==> src/rtl/keypad_pkg.sv <==
// Shared definitions for the matrix keypad scanner: scan classes,
// width helpers and parameter range checking.
package keypad_pkg;

  typedef enum logic [1:0] {
    SCAN_NONE   = 2'd0,
    SCAN_SINGLE = 2'd1,
    SCAN_MULTI  = 2'd2
  } scan_class_t;

  // Width of a binary key code for an n_rows x n_cols matrix.
  function automatic int code_width(input int n_rows, input int n_cols);
    return (n_rows * n_cols > 1) ? $clog2(n_rows * n_cols) : 1;
  endfunction

  // Width of a counter that must hold values 0..max_val.
  function automatic int count_width(input int max_val);
    return (max_val < 1) ? 1 : $clog2(max_val + 1);
  endfunction

  function automatic int max_int(input int a, input int b);
    return (a > b) ? a : b;
  endfunction

  // True when every parameter lies in its legal range.
  function automatic bit params_ok(input int n_rows, input int n_cols,
                                   input int scan_div, input int debounce_scans,
                                   input int repeat_delay, input int repeat_rate);
    return (n_rows >= 1) && (n_cols >= 1) && (n_rows * n_cols >= 2) &&
           (scan_div >= 4) && (debounce_scans >= 1) &&
           (repeat_delay >= 0) && (repeat_rate >= 1);
  endfunction

endpackage

==> src/rtl/keypad_scanner_sync.sv <==
// Two-flop synchronizer for asynchronous level inputs, with a
// configurable reset level so idle lines do not look active after reset.
module sync_2ff #(
  parameter int WIDTH     = 1,
  parameter bit RESET_VAL = 1'b0
) (
  input  logic             clk,
  input  logic             rst,
  input  logic [WIDTH-1:0] d,
  output logic [WIDTH-1:0] q
);

  logic [WIDTH-1:0] meta;

  // Two back-to-back flops give the first stage a cycle to settle.
  always_ff @(posedge clk) begin
    if (rst) begin
      meta <= {WIDTH{RESET_VAL}};
      q    <= {WIDTH{RESET_VAL}};
    end else begin
      meta <= d;
      q    <= meta;
    end
  end

endmodule

==> src/rtl/keypad_scanner.sv <==
// Matrix keypad scanner: drives columns one at a time, snapshots the
// synchronized rows, debounces over whole scans and reports a single
// accepted key with press/release/auto-repeat events and a ghost flag.
module keypad_scanner
  import keypad_pkg::*;
#(
  parameter int N_ROWS         = 4,
  parameter int N_COLS         = 4,
  parameter int SCAN_DIV       = 4,
  parameter int DEBOUNCE_SCANS = 3,
  parameter int REPEAT_DELAY   = 0,
  parameter int REPEAT_RATE    = 2,
  localparam int CODE_W        = code_width(N_ROWS, N_COLS)
) (
  input  logic              clk,
  input  logic              rst,
  input  logic [N_ROWS-1:0] rows,
  output logic [N_COLS-1:0] cols,
  output logic              key_valid,
  output logic              key_release,
  output logic [CODE_W-1:0] key_code,
  output logic              key_down,
  output logic              multi_key
);

  localparam int N_KEYS = N_ROWS * N_COLS;
  localparam int COL_W  = count_width(N_COLS - 1);
  localparam int SLOT_W = count_width(SCAN_DIV - 1);
  localparam int DEB_W  = count_width(DEBOUNCE_SCANS);
  localparam int REP_W  = count_width(max_int(REPEAT_DELAY, REPEAT_RATE));

  localparam logic [COL_W-1:0]  COL_LAST    = COL_W'(N_COLS - 1);
  localparam logic [SLOT_W-1:0] SLOT_LAST   = SLOT_W'(SCAN_DIV - 1);
  localparam logic [DEB_W-1:0]  DEB_MAX     = DEB_W'(DEBOUNCE_SCANS);
  localparam logic [REP_W-1:0]  REP_DELAY_C = REP_W'(REPEAT_DELAY);
  localparam logic [REP_W-1:0]  REP_RATE_C  = REP_W'(REPEAT_RATE);
  localparam bit                REPEAT_EN   = (REPEAT_DELAY > 0);

  if (!params_ok(N_ROWS, N_COLS, SCAN_DIV, DEBOUNCE_SCANS, REPEAT_DELAY, REPEAT_RATE)) begin : g_bad_params
    $error("keypad_scanner: parameter out of range");
  end

  logic [N_ROWS-1:0] rows_sync;

  sync_2ff #(
    .WIDTH     (N_ROWS),
    .RESET_VAL (1'b1)
  ) u_rows_sync (
    .clk (clk),
    .rst (rst),
    .d   (rows),
    .q   (rows_sync)
  );

  // Scan sequencer state
  logic              running;
  logic [COL_W-1:0]  col_idx, next_col;
  logic [SLOT_W-1:0] slot_cnt, next_slot;
  logic              slot_last, scan_end;

  // Snapshot and classification
  logic [N_KEYS-1:0] snap, scan_bits;
  logic [1:0]        hits;
  scan_class_t       scan_class;
  logic [CODE_W-1:0] scan_code, raw_code;

  // Debouncer / stable state
  scan_class_t       cand_class, cand_class_n, stable_class, stable_class_n;
  logic [CODE_W-1:0] cand_code, cand_code_n, key_code_n;
  logic [DEB_W-1:0]  stab_cnt, stab_cnt_n;
  logic [REP_W-1:0]  rep_cnt, rep_cnt_n;
  logic              rep_first, rep_first_n;
  logic              key_valid_n, key_release_n, key_down_n, multi_key_n;
  logic              changed;

  assign slot_last = running && (slot_cnt == SLOT_LAST);
  assign scan_end  = slot_last && (col_idx == COL_LAST);

  // Next column/slot position; holds at column 0 until the scan starts.
  always_comb begin
    next_slot = slot_cnt;
    next_col  = col_idx;
    if (running) begin
      if (slot_last) begin
        next_slot = '0;
        next_col  = (col_idx == COL_LAST) ? '0 : col_idx + 1'b1;
      end else begin
        next_slot = slot_cnt + 1'b1;
      end
    end
  end

  // Column drive register: idle during reset, then one low column at a time.
  always_ff @(posedge clk) begin
    if (rst) begin
      running  <= 1'b0;
      col_idx  <= '0;
      slot_cnt <= '0;
      cols     <= '1;
    end else begin
      running  <= 1'b1;
      col_idx  <= next_col;
      slot_cnt <= next_slot;
      cols     <= ~(N_COLS'(1) << next_col);
    end
  end

  // Full-matrix view with the column being sampled now merged in.
  always_comb begin
    scan_bits = snap;
    if (slot_last) begin
      for (int r = 0; r < N_ROWS; r++) begin
        for (int c = 0; c < N_COLS; c++) begin
          if (col_idx == COL_W'(c)) scan_bits[r*N_COLS + c] = ~rows_sync[r];
        end
      end
    end
  end

  // Snapshot register updated on the last cycle of every column slot.
  always_ff @(posedge clk) begin
    if (rst) snap <= '0;
    else if (slot_last) snap <= scan_bits;
  end

  // Classify the completed scan as no key, one key (with code) or several.
  always_comb begin
    hits     = 2'd0;
    raw_code = '0;
    for (int i = 0; i < N_KEYS; i++) begin
      if (scan_bits[i]) begin
        raw_code = CODE_W'(i);
        if (hits != 2'd2) hits = hits + 2'd1;
      end
    end
    scan_class = (hits == 2'd0) ? SCAN_NONE : (hits == 2'd1) ? SCAN_SINGLE : SCAN_MULTI;
    scan_code  = (hits == 2'd1) ? raw_code : '0;
  end

  // Debounce, stable-state transitions, event generation and auto-repeat.
  always_comb begin
    cand_class_n   = cand_class;
    cand_code_n    = cand_code;
    stab_cnt_n     = stab_cnt;
    stable_class_n = stable_class;
    key_code_n     = key_code;
    key_down_n     = key_down;
    multi_key_n    = multi_key;
    rep_cnt_n      = rep_cnt;
    rep_first_n    = rep_first;
    key_valid_n    = 1'b0;
    key_release_n  = 1'b0;
    changed        = 1'b0;
    if (scan_end) begin
      if (scan_class == cand_class && scan_code == cand_code) begin
        if (stab_cnt != DEB_MAX) stab_cnt_n = stab_cnt + 1'b1;
      end else begin
        cand_class_n = scan_class;
        cand_code_n  = scan_code;
        stab_cnt_n   = DEB_W'(1);
      end
      changed = (stab_cnt_n == DEB_MAX) &&
                ((cand_class_n != stable_class) ||
                 (cand_class_n == SCAN_SINGLE && cand_code_n != key_code));
      if (changed) begin
        stable_class_n = cand_class_n;
        rep_cnt_n      = '0;
        rep_first_n    = 1'b1;
        key_release_n  = key_down;
        unique case (cand_class_n)
          SCAN_SINGLE: begin
            key_valid_n = 1'b1;
            key_code_n  = cand_code_n;
            key_down_n  = 1'b1;
            multi_key_n = 1'b0;
          end
          SCAN_MULTI: begin
            key_down_n  = 1'b0;
            multi_key_n = 1'b1;
          end
          default: begin
            key_down_n  = 1'b0;
            multi_key_n = 1'b0;
          end
        endcase
      end else if (REPEAT_EN && stable_class == SCAN_SINGLE) begin
        rep_cnt_n = rep_cnt + 1'b1;
        if (rep_cnt_n == (rep_first ? REP_DELAY_C : REP_RATE_C)) begin
          key_valid_n = 1'b1;
          rep_cnt_n   = '0;
          rep_first_n = 1'b0;
        end
      end
    end
  end

  // Debouncer and output registers.
  always_ff @(posedge clk) begin
    if (rst) begin
      cand_class   <= SCAN_NONE;
      cand_code    <= '0;
      stab_cnt     <= '0;
      stable_class <= SCAN_NONE;
      key_code     <= '0;
      key_down     <= 1'b0;
      multi_key    <= 1'b0;
      key_valid    <= 1'b0;
      key_release  <= 1'b0;
      rep_cnt      <= '0;
      rep_first    <= 1'b1;
    end else begin
      cand_class   <= cand_class_n;
      cand_code    <= cand_code_n;
      stab_cnt     <= stab_cnt_n;
      stable_class <= stable_class_n;
      key_code     <= key_code_n;
      key_down     <= key_down_n;
      multi_key    <= multi_key_n;
      key_valid    <= key_valid_n;
      key_release  <= key_release_n;
      rep_cnt      <= rep_cnt_n;
      rep_first    <= rep_first_n;
    end
  end

endmodule

==> config.mk <==
export PLATFORM = sky130hd
export DESIGN_NAME = keypad_scanner
export DESIGN_NICKNAME = d
export VERILOG_FILES = /design/src/rtl/keypad_pkg.sv /design/src/rtl/keypad_scanner_sync.sv /design/src/rtl/keypad_scanner.sv
export SDC_FILE = /design/constraint.sdc
export NUM_CORES = 1
export LEC_CHECK = 0
export CORE_MARGIN = 2
export CORE_UTILIZATION = 55
export DETAILED_ROUTE_END_ITERATION = 10
export PLACE_DENSITY = 0.79
export SLEW_MARGIN = 20
export SYNTH_ARGS = -nofsm -noshare
export SYNTH_HDL_FRONTEND = slang
export SYNTH_SLANG_ARGS = --single-unit
==> constraint.sdc <==
create_clock -name clk -period 13.85 [get_ports clk]
set_input_delay 3.4625 -clock clk [delete_from_list [all_inputs] [get_ports clk]]
set_output_delay 3.4625 -clock clk [all_outputs]
set_load 0.01 [all_outputs]
==> metrics.csv <==
metric,value,unit
Site Rows,31,
critical path startpoint,slot_cnt[0],
Total GRT Usage,0.2349,
Post-Synth XOR/XNOR Area,0.05995,
mux cell area share after synthesis,0.02905,
ant diodes,0,
Rel. slew slack,0.3678,
synthesis-to-layout area growth,7.200,%
post-cts resize count,0,
H-Tree Depth,2,
Hold Path Depth,1,
initial drt markers,267,
Hold WS,0.4146,ns
CP max stage cell,or4_1,
Finished Layout Cells,612,
unrepaired setup endpoints after global routing,no,
die height,89.80,um
final setup TNS,0,ns
Synth top area share,0.2522,
DR vias,3808,
maximum vdd drop,82.92,uV
post-route minimum period,9.355,ns
Clock Root Buffer,clkbuf_8,
crit path buf inv count,0,
global route overflow,0,
Core Box Area,7176,sq um
final WL,9498,um
final setup violation count,0,
Starting Density,0.5643,
Most common cell on crit path,a21oi_1,
Final period util,0.6754,
NumNets Final,529,
PD cells,57.70,nW/um^2
Die ar.,8064,sq um
post-synth cell types,92,
simple-gate share of the synthesized area,0.2426,
most frequent cells in the layout,"61 x nor2_1, 51 x dfxtp_1, 47 x nand2_1",
reg2reg path depth,29,
sequential area share after synthesis,0.2522,
vias in the first global route,3555,
Synth area leaders,"dfxtp_1 25%, nor2_1 5.7%, a21oi_1 5.1%",
RR Startpoint,slot_cnt[0],
DIE WIDTH,89.80,um
Hold Path Class,reg -> reg,
Clock Latency Late Sink,0.30,ns
Static Leak,0.001533,uW
hold path endpoint,u_rows_sync.q[3],
count of pins over their slew limit,0,
"most common cell after layout, fill and taps aside",nor2_1,
critical path startpoint category,register,
reg2reg end,multi_key,
ys async rst share,0,
initial antenna violation count,0,
status,"complete, no violations",
Cells after Synth,506,
synthesized area per cell,8.002,sq um
largest net degree at the start of global routing,28,
final RePlAce weighted congestion,0.9160,
#FFs+latches synth,51,
peak per-stage delay on the critical path,0.60,ns
Wirelength per Cell,15.52,um
Inserted Clock Buffers,5,
Synth Area in Compound Gates,0.3458,
io pins,18,
Syn. warnings,0,
upper clock frequency limit,0.1069,GHz
first-pass GRT wire length,16350,um
worst-margin pin slew,0.9484,ns
worst hold start,u_rows_sync.meta[3],
number of fillers in the final layout,655,
vias per inst,6.222,
hpwl dp,7170,um
R2R setup slack,4.50,ns
Clock Sinks,51,
post-route ant nets,0,
Critical Path AT,9.58,ns
post-CTS setup buffers,0,
Hold Buf Count CTS,0,
CP top delay family,compound AO/OA/AOI/OAI gates,
CTS tree,yes,
Most used DFF post-synth,dfxtp_1,
drc violations,0,
"Net Count, Synth",523,
crit path kind,reg -> reg,
main combinational cell family by area after synthesis,compound AO/OA/AOI/OAI gates,
"EDFF count, synth",0,
total iterations of the first detailed-routing run,5,
adder and majority gate portion of the synthesized area,0.03399,
Max Cap Viol,0,
Post-Syn Area,4049,sq um
post-layout util,0.6049,
Buffers on Ports,17,
buffer depth of the longest clock path,2,
Post-Place Cells,604,
"CTS clk-pin slew, worst paths",0.10,ns
final hold violations,0,
layout cells sized above 1,0.1072,
Yosys top cell by area,dfxtp_1,
CP required,14.08,ns
crit end category,register,
top fanout value on the critical path,14,
clk_skew,0.007262,ns
per-stage QoR:
stage / cell area [sq um] / total power (uW) / worst slack (ns)
after detailed placement: 4252 / 167.6 / 4.632
after global placement: 4252 / 167.1 / 4.993
final: 4340 / 250.5 / 4.495
after floorplan: 4049 / 164.0 / 5.934
after CTS: 4340 / 252.7 / 4.605
after global routing: 4340 / 260.4 / 3.703
cells by family (layout without fill, tap and decap cells):
logic type	count (synthesis)	count (layout)
AND/OR/NAND/NOR	197	197
AO/OA/AOI/OAI	181	181
flip-flops	51	51
buffers and inverters	32	39
XOR/XNOR	23	23
adder cells (fa/ha/maj)	11	11
multiplexers	11	11
cell type report:
class | instances | area [sq um] | share of cell area
well taps | 99 | 123.9 | 0.02854
multi-input cells | 423 | 2880 | 0.6636
inverters | 13 | 48.80 | 0.01124
repair buffers | 18 | 177.7 | 0.04093
clock inverters | 2 | 16.27 | 0.003747
clock buffers | 6 | 72.57 | 0.01672
flip-flops and latches | 51 | 1021 | 0.2352
report_power, final:
| group | total (uW) | internal, uW | switching (uW) |
|---|---|---|---|
| registers | 151 | 149 | 2.14 |
| logic | 13.7 | 5.89 | 7.85 |
| clock network | 86.0 | 36.4 | 49.7 |
| total | 250 | 191 | 59.7 |
how the worst max path moves through the flow:
stage | endpoint | slack [ns] | depth (start not counted)
4_1_cts | multi_key | 4.60 | 29
2_1_floorplan | multi_key | 5.93 | 32
6_report | multi_key | 4.50 | 29
5_1_grt | stable_class[1] | 3.70 | 28
3_5_place_dp | multi_key | 4.63 | 29
3_3_place_gp | stable_class[1] | 4.99 | 29
synthesized netlist by cell type (all sizes together), types with 5 or more instances:
cell	instances
nor2	61
dfxtp	51
nand2	47
o21ai	45
a21oi	41
nand3	21
xnor2	19
nor3	17
o21a	14
inv	13
clkbuf	11
ha	11
or2	11
and3	8
buf	8
mux2i	8
nand4	7
o211ai	7
a31oi	6
a32oi	6
o22ai	6
a211oi	5
a31o	5
metal layers:
layer | GRT usage | wire length [um] | vias up
li1 | - | - | 1917
met1 | 0.3144 | 4532 | 1795
met2 | 0.4053 | 4517 | 82
met3 | 0.02850 | 330 | 14
met4 | 0.05769 | 117 | 0
met5 | 0 | 0 | -
sequential cells by signal (all words and copies together), names as in the netlist, 2 cells and up:
register and count:
u_rows_sync.meta 4, stable_class 2, cols 4, snap 16, key_code 4, stab_cnt 2
cand_class 2, u_rows_sync.q 4, col_idx 2, slot_cnt 2, cand_code 4
worst reg2reg max path, delay by kind of cell, from the launching register on:
family | cells | cell delay (ns)
compound gates | 19 | 4.92
simple gates | 5 | 2.31
fa+ha+maj | 4 | 1.28
mux | 1 | 0.40
flops | 1 | 0.37
(Power assumes the default switching activity.)
